$ cat config.mk
export PLATFORM = sky130hd
export DESIGN_NAME = imem_loader
export DESIGN_NICKNAME = d
export VERILOG_FILES = /design/src/rtl/imem_loader.sv
export SDC_FILE = /design/constraint.sdc
export NUM_CORES = 1
export LEC_CHECK = 0
export CAP_MARGIN = 20
export CORE_ASPECT_RATIO = 0.75
export CORE_MARGIN = 3
export CORE_UTILIZATION = 30
export DETAILED_ROUTE_END_ITERATION = 10
export DONT_BUFFER_PORTS = 1
export PLACE_DENSITY_LB_ADDON = 0.3
export SETUP_SLACK_MARGIN = 0.15
export SLEW_MARGIN = 10
export SYNTH_ARGS = -nofsm -noshare
export SYNTH_HDL_FRONTEND = slang
export SYNTH_SLANG_ARGS = --single-unit
$ cat constraint.sdc
create_clock -name clk -period 3.5 [get_ports clk]
set_input_delay 0.7 -clock clk [delete_from_list [all_inputs] [get_ports clk]]
set_output_delay 0.7 -clock clk [all_outputs]
set_load 0.01 [all_outputs]
$ cat src/rtl/imem_loader.sv
// imem_loader: fills the instruction BRAM from a byte stream before the core runs.
// Bytes are packed little-endian into 32-bit words and written to consecutive
// word addresses; the core is held in reset until the last word lands.
// Optional feature macro: LOADER_CHECKSUM_EN (running sum of written words).
module imem_loader #(
   parameter int ADDR_WIDTH = 14,
   parameter int MAX_WORDS  = 16384
) (
   input  logic                  clk,
   input  logic                  rst,
   input  logic                  start,
   input  logic                  in_valid,
   input  logic [7:0]            in_data,
   input  logic                  in_last,
   output logic                  in_ready,
   output logic                  we,
   output logic [ADDR_WIDTH-1:0] waddr,
   output logic [31:0]           wdata,
   output logic                  busy,
   output logic                  done,
   output logic                  core_rst,
   output logic                  err,
   output logic [ADDR_WIDTH:0]   word_count,
   output logic [31:0]           checksum
);

   typedef enum logic [1:0] {S_LOAD, S_WRITE, S_DONE} state_t;

   localparam logic [ADDR_WIDTH:0] CAP = (ADDR_WIDTH+1)'(MAX_WORDS);

   state_t      state;
   logic [1:0]  byte_idx;
   logic [31:0] asm_word;
   logic        last_word;
   logic [31:0] merged;
   logic        accept;
   logic        full;

   // Only the ready handshake is combinational: it follows state and reset directly.
   assign in_ready = ~rst & (state == S_LOAD);
   assign accept   = in_valid & in_ready;
   assign full     = (word_count == CAP);

   // Assembly register with the incoming byte dropped into its lane.
   always_comb begin
      merged = asm_word;
      merged[{byte_idx, 3'b000} +: 8] = in_data;
   end

   // Load sequencer: assemble bytes, emit one write strobe per word, then park in DONE.
   always_ff @(posedge clk) begin
      if (rst) begin
         state      <= S_LOAD;
         we         <= 1'b0;
         waddr      <= '0;
         wdata      <= '0;
         busy       <= 1'b1;
         done       <= 1'b0;
         core_rst   <= 1'b1;
         err        <= 1'b0;
         word_count <= '0;
         byte_idx   <= '0;
         asm_word   <= '0;
         last_word  <= 1'b0;
      end else begin
         case (state)
            S_LOAD: begin
               if (accept) begin
                  if (full) begin
                     // Memory is full: drop the byte, flag it, keep draining the source.
                     err <= 1'b1;
                     if (in_last) state <= S_DONE;
                  end else begin
                     asm_word <= merged;
                     byte_idx <= byte_idx + 2'd1;
                     if (byte_idx == 2'd3 || in_last) begin
                        we        <= 1'b1;
                        waddr     <= word_count[ADDR_WIDTH-1:0];
                        wdata     <= merged;
                        last_word <= in_last;
                        state     <= S_WRITE;
                     end
                  end
               end
            end
            S_WRITE: begin
               we         <= 1'b0;
               word_count <= word_count + 1'b1;
               asm_word   <= '0;
               byte_idx   <= '0;
               last_word  <= 1'b0;
               state      <= last_word ? S_DONE : S_LOAD;
            end
            S_DONE: begin
               if (start) begin
                  state      <= S_LOAD;
                  busy       <= 1'b1;
                  done       <= 1'b0;
                  core_rst   <= 1'b1;
                  err        <= 1'b0;
                  word_count <= '0;
                  waddr      <= '0;
                  wdata      <= '0;
                  asm_word   <= '0;
                  byte_idx   <= '0;
               end else begin
                  // Release the core one cycle after the final write retires.
                  busy     <= 1'b0;
                  done     <= 1'b1;
                  core_rst <= 1'b0;
               end
            end
            default: state <= S_LOAD;
         endcase
      end
   end

`ifdef LOADER_CHECKSUM_EN
   // Running sum of every word written during this load, cleared on restart.
   always_ff @(posedge clk) begin
      if (rst)
         checksum <= '0;
      else if (state == S_WRITE)
         checksum <= checksum + wdata;
      else if (state == S_DONE && start)
         checksum <= '0;
   end
`else
   assign checksum = 32'h0;
`endif

endmodule

==> reports/results.ini <==
[setup_path]
rrSetupSlack_ps=600
worst_ep_required_time_ps=3730
reg2reg_depth=7
reg_to_reg_endpoint=wdata[22]$_SDFFE_PP0P_
crit-reg2reg-launch=word_count[0]$_SDFFE_PP0P_
startpoint=word_count[0]$_SDFFE_PP0P_
cp_launch_type=flop
worstPathArrival_ps=3130
critPathMaxFanout=25
critPathCaptureType=flop
worst-setup-path-type=flop to flop

[run_status]
status=completed

[clock_network]
cts.repair.resized=0
post_cts.repair.setup_buffers=0
htree_num_levels=3
cts_made_buffers=9
skew_pair_late_insertion_delay_ps=340
cts_tree=done
clk_pin_slew_worst_paths_ps=70
clock_tree.buffer_depth=2
clockRootBuffer=sky130_fd_sc_hd__clkbuf_16
numClockSinks=102
hold_buffers=0

[placement]
global_placement_routability_congestion=0.860
detailedPlacementHpwl_mm=8.74
port-buffer-count=0

[synthesis]
synth-seq-area-share_pct=41.9
synth-warning-count=0
postSynthCellCount=551
syn-mean-instance-area_um2=8.85
post_synth_most_frequent_cells=102 x sky130_fd_sc_hd__dfxtp_1, 56 x sky130_fd_sc_hd__a22o_1, 52 x sky130_fd_sc_hd__o21ai_1
yosysTopAreaCell=sky130_fd_sc_hd__dfxtp_1
synth-edff-count=0
postSynthRegisterBits=102
yosysUniqueCellTypes=55
synth_top_area_share_pct=41.9
yosys.cell_count.top_type=sky130_fd_sc_hd__dfxtp_1
ys_top_cells_by_area=sky130_fd_sc_hd__dfxtp_1 42%, sky130_fd_sc_hd__a22o_1 10%, sky130_fd_sc_hd__o21ai_1 5.3%
syn-cell-area_um2=4880
synth_async_sr_flop_share_pct=0
primary_ff_master_synth=sky130_fd_sc_hd__dfxtp_1

[floorplanning]
die_width_um=153
start_util_pct=31.3
fp-row-count=39
area_of_the_die_um2=17800
core_area_um2=15600
ioPinCount=112
die-height_um=116

[sta]
max-slew-margin-rel_pct=49.4
timing_worst_slew_pin_value_ps=757
final_min_period_over_clock_period_pct=82.9
setup-tns-final_ps=0
grt_setup_unrepaired=no
maxSlewViolCount=0
hold_violation_total_from_the_final_report=0
final_period_minus_worst_setup_slack_ps=2900
clock-skew-final_ps=6.98
setup_viol_count_final=0
fmaxAchievable_ghz=0.345

[layout]
post_route_cells_drive_above_1_share_pct=6.92
antenna-diode-count=0
fillerInstances=1587
total_nets_final=555
multiInputGateArea_um2=2420
flow.area_growth_from_synthesis_pct=6.29
final-seq-area_um2=2040
finalCoreUtilization_pct=33.3

[pwr]
power.combinational.fraction_pct=28.5
swShare_pct=35.5
power_share_of_the_clock_group_pct=30.6
internal_power_uw=2110
design_power_total_uw=3270
peakVddDrop_mv=0.263
power_leakage_uw=0.00187
p_seq_share_pct=40.9
p_sw_uw=1160
power_per_cell_area_nw_per_um2=631

[global_route]
grt_pass1_wl_mm=20.1
grt_use_met3_pct=6.26
grt_antenna_before_repair=0
grt.busiest_layer=met2
grt.overflow.total=0
grt_max_degree=62
met1_usage_pct=19.0
gr-usage-met2_pct=19.8
grt_pass1_vias=3591
grtUsageTotal_pct=13.9

[routing]
initialDrtViolationCount=276
number_of_routed_nets_with_antenna_violations=0
detail_route.wirelength_mm=12.9
drtPass1Iterations=5
routedWlPerCell_um=17.4
number_of_remaining_drc_errors=0
detailed_route_via_count=3895
avgViaCountPerCell=5.26

[hold_path]
timing.hold.worst_path_depth=1
min-delay-path-class=primary input to flop
timing.hold.worst_endpoint=word_count[0]$_SDFFE_PP0P_
min-delay-start=rst

[flow_run]
max-cap-violations=0

## stage by stage
stage / area (µm²) / worst slack (ps) / instances / hold WS (ps)
2_1_floorplan: 4990 / 1010 / 582 / 484
6_report: 5180 / 599 / 740 / 431
3_3_place_gp: 4880 / 723 / 724 / 501
5_1_grt: 5180 / 467 / 740 / 410
3_5_place_dp: 4880 / 634 / 724 / 509
4_1_cts: 5180 / 618 / 740 / 415
## power by group through the flow
stage	Clock [µW]	Sequential [µW]	Combinational, µW
global placement	0	1360	889
floorplan	0	1340	733
finish	1000	1340	931
detailed placement	0	1370	914
global route	1070	1350	1020
CTS	1030	1340	920
## cells in the final DEF, fill, tap and decap left out, drive strengths merged, types with 6 or more instances in the layout
master / n
ha: 12
o41ai: 7
a22o: 56
xnor2: 6
a21oi: 18
nand2: 47
dfxtp: 102
o21ai: 65
o2bb2ai: 8
clkbuf: 10
nor2: 31
nor4: 6
o32ai: 8
conb: 32
inv: 21
buf: 11
nor2b: 32
## layer usage
metal	wire length (µm)	share of wire (%)
met1	5860	45
met2	5420	42
met4	189	1.5
met3	1440	11
met5	0	0
## cells by family after synthesis
logic type / after synthesis / synth area share (%)
XOR/XNOR: 6 / 1.08
adder cells (fa/ha/maj): 12 / 3.08
buffers and inverters: 95 / 11.0
AND/OR/NAND/NOR: 153 / 16.5
flip-flops: 102 / 41.9
multiplexers: 2 / 0.410
other: 1 / 0.0769
AO/OA/AOI/OAI: 180 / 26.1
## layout make-up
type / instances / area share [%]
clock buffer: 10 / 4.61
clock inverter: 6 / 1.18
inverter: 21 / 1.52
multi-input combinational: 385 / 46.8
sequential: 102 / 39.4
tap: 205 / 4.95
timing repair buffer: 11 / 1.59
## sequential cells by signal, indices dropped and copies added (netlist names)
register    cells
state           2
wdata          32
last_word       1
byte_idx        2
asm_word       32
word_count     15
done            1
we              1
err             1
waddr          14
core_rst        1
## worst max-delay path by stage
stage	end	slack [ps]
after floorplan	wdata[16]$_SDFFE_PP0P_	1010
after global placement	wdata[21]$_SDFFE_PP0P_	720
after detailed placement	wdata[16]$_SDFFE_PP0P_	630
after CTS	wdata[22]$_SDFFE_PP0P_	620
after global routing	wdata[22]$_SDFFE_PP0P_	470
final	wdata[22]$_SDFFE_PP0P_	600
## worst max-delay path, cell delays in order (launching register included)
cell and delay, ps:
sky130_fd_sc_hd__dfxtp_1 380, sky130_fd_sc_hd__inv_1 140, sky130_fd_sc_hd__ha_1 170, sky130_fd_sc_hd__or4b_1 500, sky130_fd_sc_hd__or4_4 660, sky130_fd_sc_hd__and3_1 390, sky130_fd_sc_hd__buf_4 330, sky130_fd_sc_hd__a22o_1 210
Power figures use the tool's default switching activity.
